File: src/rtl/alu_pkg.sv
// alu_pkg: shared definitions for the execute-stage ALU and its arbiter.
//   exe_cmd encodings (CMD_MOV..CMD_MVN), NZCV bit indices, arbiter FSM
//   state encoding, and a legality helper for exe_cmd.
package alu_pkg;

  localparam logic [3:0] CMD_MOV = 4'b0001;
  localparam logic [3:0] CMD_ADD = 4'b0010;
  localparam logic [3:0] CMD_ADC = 4'b0011;
  localparam logic [3:0] CMD_SUB = 4'b0100;
  localparam logic [3:0] CMD_SBC = 4'b0101;
  localparam logic [3:0] CMD_AND = 4'b0110;
  localparam logic [3:0] CMD_ORR = 4'b0111;
  localparam logic [3:0] CMD_EOR = 4'b1000;
  localparam logic [3:0] CMD_MVN = 4'b1001;

  localparam int SR_N = 3;
  localparam int SR_C = 2;
  localparam int SR_Z = 1;
  localparam int SR_V = 0;

  typedef enum logic [1:0] {
    IDLE = 2'b00,
    EXEC = 2'b01,
    RESP = 2'b10
  } arb_state_e;

  // Legal encodings form the contiguous range MOV..MVN.
  function automatic logic cmd_legal(input logic [3:0] cmd);
    return (cmd >= CMD_MOV) && (cmd <= CMD_MVN);
  endfunction

endpackage

File: src/rtl/alu_arbiter_alu.sv
// alu_arbiter_alu: combinational execute-stage ALU.
//   first, second : operands A / B
//   exe_cmd       : operation select (see alu_pkg)
//   sr            : current NZCV register (carry-in for ADC/SBC, pass-through)
//   alu_result    : operation result, modulo 2^DATA_W
//   status        : NZCV produced by the operation
// SUB/SBC use the inverted-borrow convention: C=1 means no borrow.
// Logical ops and moves set N/Z and keep C/V from sr.
// Illegal commands give result 0 and status equal to sr.
module alu_arbiter_alu
  import alu_pkg::*;
#(
  parameter int DATA_W = 32,
  parameter int CMD_W  = 4,
  parameter int SR_W   = 4
) (
  input  logic [DATA_W-1:0] first,
  input  logic [DATA_W-1:0] second,
  input  logic [CMD_W-1:0]  exe_cmd,
  input  logic [SR_W-1:0]   sr,
  output logic [DATA_W-1:0] alu_result,
  output logic [SR_W-1:0]   status
);

  logic [DATA_W-1:0]        addend;
  logic                     cin;
  logic                     arith;
  logic [DATA_W:0]          sum;
  logic signed [DATA_W-1:0] a_s;
  logic signed [DATA_W-1:0] b_s;
  logic signed [DATA_W-1:0] r_s;

  always_comb begin
    addend     = '0;
    cin        = 1'b0;
    arith      = 1'b0;
    alu_result = '0;
    status     = sr;
    sum        = '0;
    a_s        = '0;
    b_s        = '0;
    r_s        = '0;

    // Subtraction is A + ~B + carry, so one adder serves all four ops.
    case (exe_cmd)
      CMD_ADD: begin addend = second;  arith = 1'b1; end
      CMD_ADC: begin addend = second;  cin = sr[SR_C]; arith = 1'b1; end
      CMD_SUB: begin addend = ~second; cin = 1'b1;     arith = 1'b1; end
      CMD_SBC: begin addend = ~second; cin = sr[SR_C]; arith = 1'b1; end
      default: ;
    endcase

    sum = {1'b0, first} + {1'b0, addend} + {{DATA_W{1'b0}}, cin};

    case (exe_cmd)
      CMD_MOV: alu_result = second;
      CMD_MVN: alu_result = ~second;
      CMD_AND: alu_result = first & second;
      CMD_ORR: alu_result = first | second;
      CMD_EOR: alu_result = first ^ second;
      default: if (arith) alu_result = sum[DATA_W-1:0];
    endcase

    if (cmd_legal(exe_cmd)) begin
      status[SR_N] = alu_result[DATA_W-1];
      status[SR_Z] = (alu_result == '0);
      if (arith) begin
        a_s          = first;
        b_s          = addend;
        r_s          = alu_result;
        status[SR_C] = sum[DATA_W];
        // Signed overflow: same-sign inputs producing a result of the other sign.
        status[SR_V] = ((a_s < 0) == (b_s < 0)) && ((r_s < 0) != (a_s < 0));
      end
    end
  end

endmodule

File: src/rtl/alu_arbiter.sv
// alu_arbiter: shares one ALU between port 0 (pipeline EX) and port 1
// (address-gen/debug). Requests are accepted only in IDLE; the op runs in EXEC;
// the result is offered in RESP until the owning port takes it.
// The module owns the architectural NZCV register sr.
//   clk, rst (async, active-low), flush (aborts the in-flight op)
//   reqN_valid/ready/first/second/cmd/s : request channel, N=0,1
//   rspN_valid/ready                    : response handshake, N=0,1
//   rsp_result, rsp_status              : result and flags of the owning op
//   sr                                  : architectural status register
//   busy                                : FSM not in IDLE
// Build option: ALU_ARB_ROUND_ROBIN_EN -> a contest goes to the port that did
// not win last time; otherwise port 0 always wins a contest.
module alu_arbiter
  import alu_pkg::*;
#(
  parameter int DATA_W = 32,
  parameter int CMD_W  = 4,
  parameter int SR_W   = 4
) (
  input  logic              clk,
  input  logic              rst,
  input  logic              flush,
  input  logic              req0_valid,
  output logic              req0_ready,
  input  logic [DATA_W-1:0] req0_first,
  input  logic [DATA_W-1:0] req0_second,
  input  logic [CMD_W-1:0]  req0_cmd,
  input  logic              req0_s,
  input  logic              req1_valid,
  output logic              req1_ready,
  input  logic [DATA_W-1:0] req1_first,
  input  logic [DATA_W-1:0] req1_second,
  input  logic [CMD_W-1:0]  req1_cmd,
  input  logic              req1_s,
  output logic              rsp0_valid,
  input  logic              rsp0_ready,
  output logic              rsp1_valid,
  input  logic              rsp1_ready,
  output logic [DATA_W-1:0] rsp_result,
  output logic [SR_W-1:0]   rsp_status,
  output logic [SR_W-1:0]   sr,
  output logic              busy
);

  arb_state_e        state, state_nxt;
  logic              owner;
  logic              last_grant;
  logic              grant_vld;
  logic              grant_port;
  logic              accept;
  logic [DATA_W-1:0] first_p0;
  logic [DATA_W-1:0] second_p0;
  logic [CMD_W-1:0]  cmd_p0;
  logic              s_p0;
  logic [DATA_W-1:0] alu_result;
  logic [SR_W-1:0]   alu_status;

  always_comb begin
    grant_vld  = 1'b0;
    grant_port = 1'b0;
    if (req0_valid && req1_valid) begin
      grant_vld = 1'b1;
`ifdef ALU_ARB_ROUND_ROBIN_EN
      grant_port = ~last_grant;
`else
      grant_port = 1'b0;
`endif
    end else if (req0_valid) begin
      grant_vld = 1'b1;
    end else if (req1_valid) begin
      grant_vld  = 1'b1;
      grant_port = 1'b1;
    end
  end

  // flush in IDLE suppresses acceptance for that cycle.
  assign accept = (state == IDLE) && !flush && grant_vld;

  always_comb begin
    state_nxt  = state;
    req0_ready = 1'b0;
    req1_ready = 1'b0;
    rsp0_valid = 1'b0;
    rsp1_valid = 1'b0;
    busy       = (state != IDLE);
    case (state)
      IDLE: begin
        req0_ready = accept && !grant_port;
        req1_ready = accept && grant_port;
        if (accept) state_nxt = EXEC;
      end
      EXEC: state_nxt = flush ? IDLE : RESP;
      RESP: begin
        // A flushed response is withdrawn so it cannot be taken that cycle.
        rsp0_valid = !flush && !owner;
        rsp1_valid = !flush && owner;
        if (flush || (owner ? rsp1_ready : rsp0_ready)) state_nxt = IDLE;
      end
      default: state_nxt = IDLE;
    endcase
  end

  // ---- stage p0: operand capture at accept ----
  always_ff @(posedge clk) begin
    if (accept) begin
      first_p0  <= grant_port ? req1_first  : req0_first;
      second_p0 <= grant_port ? req1_second : req0_second;
      cmd_p0    <= grant_port ? req1_cmd    : req0_cmd;
      s_p0      <= grant_port ? req1_s      : req0_s;
    end
  end

  alu_arbiter_alu #(
    .DATA_W (DATA_W),
    .CMD_W  (CMD_W),
    .SR_W   (SR_W)
  ) u_alu (
    .first      (first_p0),
    .second     (second_p0),
    .exe_cmd    (cmd_p0),
    .sr         (sr),
    .alu_result (alu_result),
    .status     (alu_status)
  );

  // ---- stage p1: result register and status update at end of EXEC ----
  always_ff @(posedge clk or negedge rst) begin
    if (!rst) begin
      state      <= IDLE;
      sr         <= '0;
      rsp_result <= '0;
      rsp_status <= '0;
      owner      <= 1'b0;
      last_grant <= 1'b1;
    end else begin
      state <= state_nxt;
      if (accept) begin
        owner      <= grant_port;
        last_grant <= grant_port;
      end
      if (state == EXEC && !flush) begin
        rsp_result <= alu_result;
        rsp_status <= alu_status;
        if (s_p0 && cmd_legal(cmd_p0)) sr <= alu_status;
      end
    end
  end

endmodule

File: config.mk
export PLATFORM = sky130hd
export DESIGN_NAME = alu_arbiter
export DESIGN_NICKNAME = d
export VERILOG_FILES = /design/src/rtl/alu_pkg.sv /design/src/rtl/alu_arbiter_alu.sv /design/src/rtl/alu_arbiter.sv
export SDC_FILE = /design/constraint.sdc
export NUM_CORES = 1
export LEC_CHECK = 0
export CAP_MARGIN = 20
export CORE_MARGIN = 5
export CORE_UTILIZATION = 50
export DETAILED_ROUTE_END_ITERATION = 10
export PLACE_DENSITY = 0.78
export SETUP_SLACK_MARGIN = 0.2
export SYNTH_ARGS = -nofsm -noshare
export SYNTH_HDL_FRONTEND = slang
export SYNTH_SLANG_ARGS = --single-unit
File: constraint.sdc
create_clock -name clk -period 6.05 [get_ports clk]
set_clock_uncertainty 0.15 [all_clocks]
set_input_delay 0.605 -clock clk [delete_from_list [all_inputs] [get_ports clk]]
set_output_delay 0.605 -clock clk [all_outputs]
set_load 0.03 [all_outputs]
Word-level counts from Yosys, hierarchy flattened
Cells that the tools add are included.

Add/subtract/negate cells: 2. Order comparisons: 5. Equal/unequal tests: 15. Multiplexer cells: 26. Bitwise gates (word level): 4. Reduce and logical (&&, ||, !) cells: 24.

Operator list (number): case mux 32 bit (5 select lines) (1); less-than comparator 32 x 1 -> 1 bit, second input constant (3); two-way mux 32 bit (3); case mux 32 bit (2 select lines) (1); adder 32 x 32 -> 33 bit (1); adder 33 x 1 -> 33 bit (1); bitwise AND 32 bit (1); zero test 32 bit (1); inverter 32 bit (1); bitwise OR 32 bit (1); bitwise XOR 32 bit (1); == test 4 x 3 -> 1 bit, second input constant (4); two-way mux 1 bit (14); logical AND 1 bit (11); == test 4 x 2 -> 1 bit, second input constant (2); == test 4 bit, second input constant (2); two-way mux 4 bit (2); two-way mux 2 bit (3); case mux 2 bit (3 select lines) (1); OR reduction 2 bit (3); == test 4 x 1 -> 1 bit, second input constant (1); >= comparator 4 x 1 -> 1 bit, second input constant (1); less-or-equal comparator 4 bit, second input constant (1); != test 2 bit, second input constant (2); 11 further kinds (14).

Register bits: 112. Bits of input ports: 145. Output and inout bits: 45. Word-level logic and storage cells: 85.

Depth between registers and ports, before layout
Word-level depth: 12. Depth in mapped cells: 21. Mapped depth without buffers: 17.

Modules after synthesis
Synthesis repeated with hierarchy kept, for this count alone.

Cell total of the unflattened synthesis: 949. Area total of the unflattened synthesis: 9303.9 sq um.

Modules (own cells, without submodules): alu_arbiter (times used 1, cells an instance 253, area each 4752.1 sq um, sequential area each 3148.0 sq um); alu_arbiter_alu (times used 1, cells an instance 696, area each 4551.9 sq um, sequential area each 0.0 sq um).

Worst setup path after synthesis
OpenSTA, ideal clock, no wires.

Path type: reg2reg. Start: register cmd_p0[3]. End: register rsp_status[1]. Setup time: 77 ps. Arrival time: 4674 ps. Required time: 5823 ps. Path slack: 1148 ps. Cell stages (with the launch flop): 19. Buffers on the path: 5. Clock period less this slack: 4902 ps. Cell sequence: edfxtp_1 > buf_6 > buf_2 > buf_2 > buf_2 > nor3b_1 > clkbuf_1 > a21oi_1 > fa_1 > nand2b_1 > a211oi_1 > nor2_1 > o31a_1 > o41a_1 > o41ai_2 > xor2_1 > a2111oi_0 > nand4_1 > a21oi_1.

Cells in the longest elaborated chain, start to end: 9. Elaborated cells on any way between the ends: 25. Those cells by class: add/sub (2); order compare (2); eq/ne (9); mux (6); reduce/logical (6).

Ends and longest elaborated chain: start, declared (line alu_arbiter.sv:53) `logic [CMD_W-1:0] cmd_p0;`; start signal, assigned (line alu_arbiter.sv:108) `cmd_p0 <= grant_port ? req1_cmd : req0_cmd;`; == test 4 x 3 -> 1 bit / == test 4 x 2 -> 1 bit (equally long branches) (line alu_arbiter_alu.sv:45) `case (exe_cmd)`; OR reduction 2 bit (no line); case mux 32 bit (2 select lines) (line alu_arbiter_alu.sv:45); adder 32 x 32 -> 33 bit (line alu_arbiter_alu.sv:53) `sum = {1'b0, first} + {1'b0, addend} + {{DATA_W{1'b0}}, cin};`; adder 33 x 1 -> 33 bit (line alu_arbiter_alu.sv:53); two-way mux 32 bit (line alu_arbiter_alu.sv:61) `default: if (arith) alu_result = sum[DATA_W-1:0];`; case mux 32 bit (5 select lines) (line alu_arbiter_alu.sv:55) `case (exe_cmd)`; zero test 32 bit (line alu_arbiter_alu.sv:66) `status[SR_Z] = (alu_result == '0);`; two-way mux 4 bit * (line alu_arbiter_alu.sv:64) `if (cmd_legal(exe_cmd)) begin`; end signal, assigned (line alu_arbiter.sv:143) `rsp_status <= alu_status;`; end, declared (line alu_arbiter.sv:40) `output logic [SR_W-1:0] rsp_status,`.

Every way passes the cells marked *; elsewhere a longest branch is shown, timed or not. A chain may end at the register's enable or synchronous reset.

Worst setup path in the final report
Start: register cmd_p0[3]. End: register sr[1].

Cells in the longest elaborated chain, start to end: 9. Elaborated cells on any way between the ends: 27. Those cells by class: add/sub (2); order compare (2); eq/ne (9); mux (6); reduce/logical (8).

Ends and longest elaborated chain: == test 4 x 3 -> 1 bit / == test 4 x 2 -> 1 bit (equally long branches) (line alu_arbiter_alu.sv:45); OR reduction 2 bit (no line); case mux 32 bit (2 select lines) (line alu_arbiter_alu.sv:45); adder 32 x 32 -> 33 bit (line alu_arbiter_alu.sv:53); adder 33 x 1 -> 33 bit (line alu_arbiter_alu.sv:53); two-way mux 32 bit (line alu_arbiter_alu.sv:61); case mux 32 bit (5 select lines) (line alu_arbiter_alu.sv:55); zero test 32 bit (line alu_arbiter_alu.sv:66); two-way mux 4 bit (line alu_arbiter_alu.sv:64); end signal, assigned (line alu_arbiter.sv:144) `if (s_p0 && cmd_legal(cmd_p0)) sr <= alu_status;`; end, declared (line alu_arbiter.sv:41) `output logic [SR_W-1:0] sr,`.

Parallel ways exist; a longest one is shown, timed or not.

==> metrics.log <==
INFO  metric peakVddDrop = 0.163 mV
INFO  metric max_stage_delay = 820 ps
INFO  metric total_global_route_track_usage = 24.5%
INFO  metric fmax = 195 MHz
INFO  metric synthesis.area_per_instance = 9.13 µm²
INFO  metric clkTransAtPathRegs = 80 ps
INFO  metric critical_path_class = flip-flop to flip-flop
INFO  metric insertedDiodeCount = 0
INFO  metric critical-path-slowest-cell = or3b_1
INFO  metric worst_path_dominant_cell_family = compound AO/OA/AOI/OAI gates
INFO  metric post_synth_most_frequent_cells = 134 x nand2_1, 95 x ha_1, 93 x o21ai_0, 72 x a21oi_1
INFO  metric hold-path-endpoint = rsp_result[19]
INFO  metric design.portCount = 190
INFO  metric syn2layout_area_growth = 24.9%
INFO  metric synth.cell_area = 9370 µm²
INFO  metric synth_enable_flop_cells = 69
INFO  metric maxSlewViolCount = 0
INFO  metric mappedNetlistNets = 1,268
INFO  metric ys.warnings.count = 0
INFO  metric detail-route-antenna-nets = 0
INFO  metric routed_wl = 27,000 µm
INFO  metric finish.utilization = 62.9%
INFO  metric core_region_area = 18,600 µm²
INFO  metric post-route-cell-area = 11,700 µm²
INFO  metric postSynth.topFlopCell = edfxtp_1
INFO  metric clock_tree.buffer_depth = 2
INFO  metric std_cell_rows = 50
INFO  metric final_hold_viol_count = 0
INFO  metric worstPathMaxFanout = 33
INFO  metric reg2reg_depth = 15
INFO  metric yosys.cell_count.top_type = nand2_1
INFO  metric timing.critical_path.required = 6180 ps
INFO  metric timing.critical_path.from_type = flip-flop
INFO  metric syn-instance-count = 1,026
INFO  metric holdBufCountCts = 0
INFO  metric fp.dieArea = 21,600 µm²
INFO  metric synth_cell_types = 76
INFO  metric die_width = 147 µm
INFO  metric finish.net_count = 1,423
INFO  metric crit_path_frequent_cell = nor2_1
INFO  metric avgViaCountPerCell = 5.85
INFO  metric holdPathStages = 2
INFO  metric place_area = 11,400 µm²
INFO  metric worstHoldPathType = flip-flop to flip-flop
INFO  metric seq_area_frac_synth = 33.6%
INFO  metric critical_path.endpoint_type = flip-flop
INFO  metric wire_per_inst = 19.0 µm
INFO  metric gp_congestion = 0.930
INFO  metric grt_setup_unrepaired = no
INFO  metric cts-buffers-inserted = 9
INFO  metric num_vias = 8,314
INFO  metric setup_slack_on_the_worst_flop_to_flop_path = 930 ps
INFO  metric cts.htree.levels = 3
INFO  metric cell_chain_critical_path = buf_4, or3b_1, nor2_1, a21oi_1, fa_1, nand2b_1, a211oi_1, nor2_1, o31a_1, o41a_1, o41ai_2, xor2_1, a2111oi_0, nand4_1, o21ai_1
INFO  metric first_global_vias = 7,998
INFO  metric floorplan.initialDensity = 50.4%
INFO  metric endpoint_of_the_worst_register_to_register_path = sr[1]
INFO  metric critical_path_buf_inv_count = 1
INFO  metric synth_top_area_share = 22.1%
INFO  metric drt_drc_violations_left = 0
INFO  metric pwr_density_cell = 236 nW/µm²
INFO  metric grt_max_degree = 70
INFO  metric detailedRoute.firstPassIterationCount = 8
INFO  metric globalRouteOverflowTotal = 0
INFO  metric post_synth_main_area_contributors = edfxtp_1 22%, ha_1 13%, dfrtp_1 11%
INFO  metric cts.sink_count = 112
INFO  metric max_cap_violation_count = 0
INFO  metric dr.first_iter.drc_count = 799
INFO  metric min-delay-start = rsp_result[19]
INFO  metric fin_crit_sh = 84.6%
INFO  metric synth.largest_area_cell = edfxtp_1
INFO  metric tritoncts = yes
INFO  metric r2r_start = cmd_p0[3]
INFO  metric die_y = 147 µm
INFO  metric fin_crit = 5120 ps
INFO  metric root_buffer = clkbuf_16
INFO  metric drive_above_1_share = 10.4%
INFO  metric outcome = complete, no violations
INFO  metric fillerInstances = 1,608
INFO  metric count_of_buffers_added_by_post_cts_timing_repair_for_setup = 0
INFO  metric total_negative_slack = 0 ps
INFO  metric cts_resized = 0
INFO  metric synthesized_flop_and_latch_total = 112
INFO  metric initial_antenna_violation_count = 0
INFO  metric worst_ep_arrival_time = 5250 ps
INFO  metric static-leakage-power = 4.82 nW
INFO  metric async_flop_share = 38.4%
INFO  metric clock_latency = 360 ps
INFO  metric first_pass_grt_wire_length = 42,500 µm
INFO  metric io_buffers = 189
INFO  metric final_report_setup_violation_count = 0
INFO  metric worst-slew-pin-transition = 1070 ps
INFO  metric hpwl = 20,700 µm
INFO  metric max-slew-margin-rel = 28.5%
==> metal layers <==
layer	GRT usage, %	vias to the layer above	routed length [µm]
met5	0	-	0
met4	5.97	0	567
met3	4.72	43	1940
met2	40.1	319	12700
met1	33.6	3953	11700
li1	-	3999	-
==> power breakdown <==
part | switching [mW] | internal (mW)
registers | 0.101 | 0.951
clock network | 0.298 | 0.283
logic | 0.637 | 0.486
total | 1.04 | 1.72
==> kinds of logic after synthesis <==
family / after synthesis / synth area share [%]
muxes: 72 / 8.64
and+or+nand+nor: 254 / 12.2
xor gates and xnor gates: 55 / 5.14
DFF: 112 / 33.6
AOI/OAI and AO/OA: 305 / 21.3
buffers and inverters: 131 / 6.00
adders and majority gates: 97 / 13.1
==> cell usage in the layout, fill, tap and decap left out, drive strengths merged, types with 7 or more instances in the layout <==
cell	netlist	layout
clkdlybuf4s50	0	188
nand2	134	134
ha	95	95
o21ai	94	94
inv	71	73
a21oi	72	72
mux2	71	71
edfxtp	69	69
nor2	53	53
dfrtp	43	43
xor2	28	28
xnor2	27	27
a211oi	19	19
o21a	18	18
o22ai	16	16
a22oi	15	15
buf	20	15
a21o	12	12
nand4	10	10
clkbuf	39	10
nand3	8	8
a221oi	7	7
==> state kept, by name (all words and copies together), names as in the netlist <==
name	count
cmd_p0	4
first_p0	32
owner	1
rsp_result	32
rsp_status	4
s_p0	1
second_p0	32
sr	4
state	2
==> worst min-delay path, cell delays in order (launching register included) <==
cell and delay [ps]:
dfrtp_1 340, nand2_1 50, nand2_1 50
==> layout make-up <==
class | count | area [µm²] | share of cell area (%)
multi-input cells | 783 | 5680 | 48.6
flip-flops and latches | 112 | 3150 | 26.9
repair buffers | 204 | 2030 | 17.4
well taps | 234 | 293 | 2.50
inverters | 71 | 267 | 2.28
clock buffers | 10 | 229 | 1.96
clock inverters | 6 | 45.0 | 0.385
==> how the worst max path moves through the flow <==
stage          startpoint            end  slack [ps]  cells after the start
3_3_place_gp    cmd_p0[3]  rsp_status[1]        1110                     15
2_1_floorplan   cmd_p0[3]  rsp_status[1]        1150                     18
5_1_grt         cmd_p0[3]  rsp_status[1]         530                     15
4_1_cts         cmd_p0[3]  rsp_status[1]         940                     15
6_report        cmd_p0[3]          sr[1]         930                     15
3_5_place_dp    cmd_p0[3]  rsp_status[1]        1000                     15
==> metrics by stage <==
step	hold slack (ps)	setup slack (ps)	cells	total power, mW
floorplan	159	1150	1026	1.73
global placement	303	1110	1401	2.16
detailed placement	312	1000	1401	2.18
CTS	292	942	1417	2.76
global route	356	525	1420	2.91
finish	322	931	1420	2.76
No activity file was read; power rests on OpenSTA's default activity.
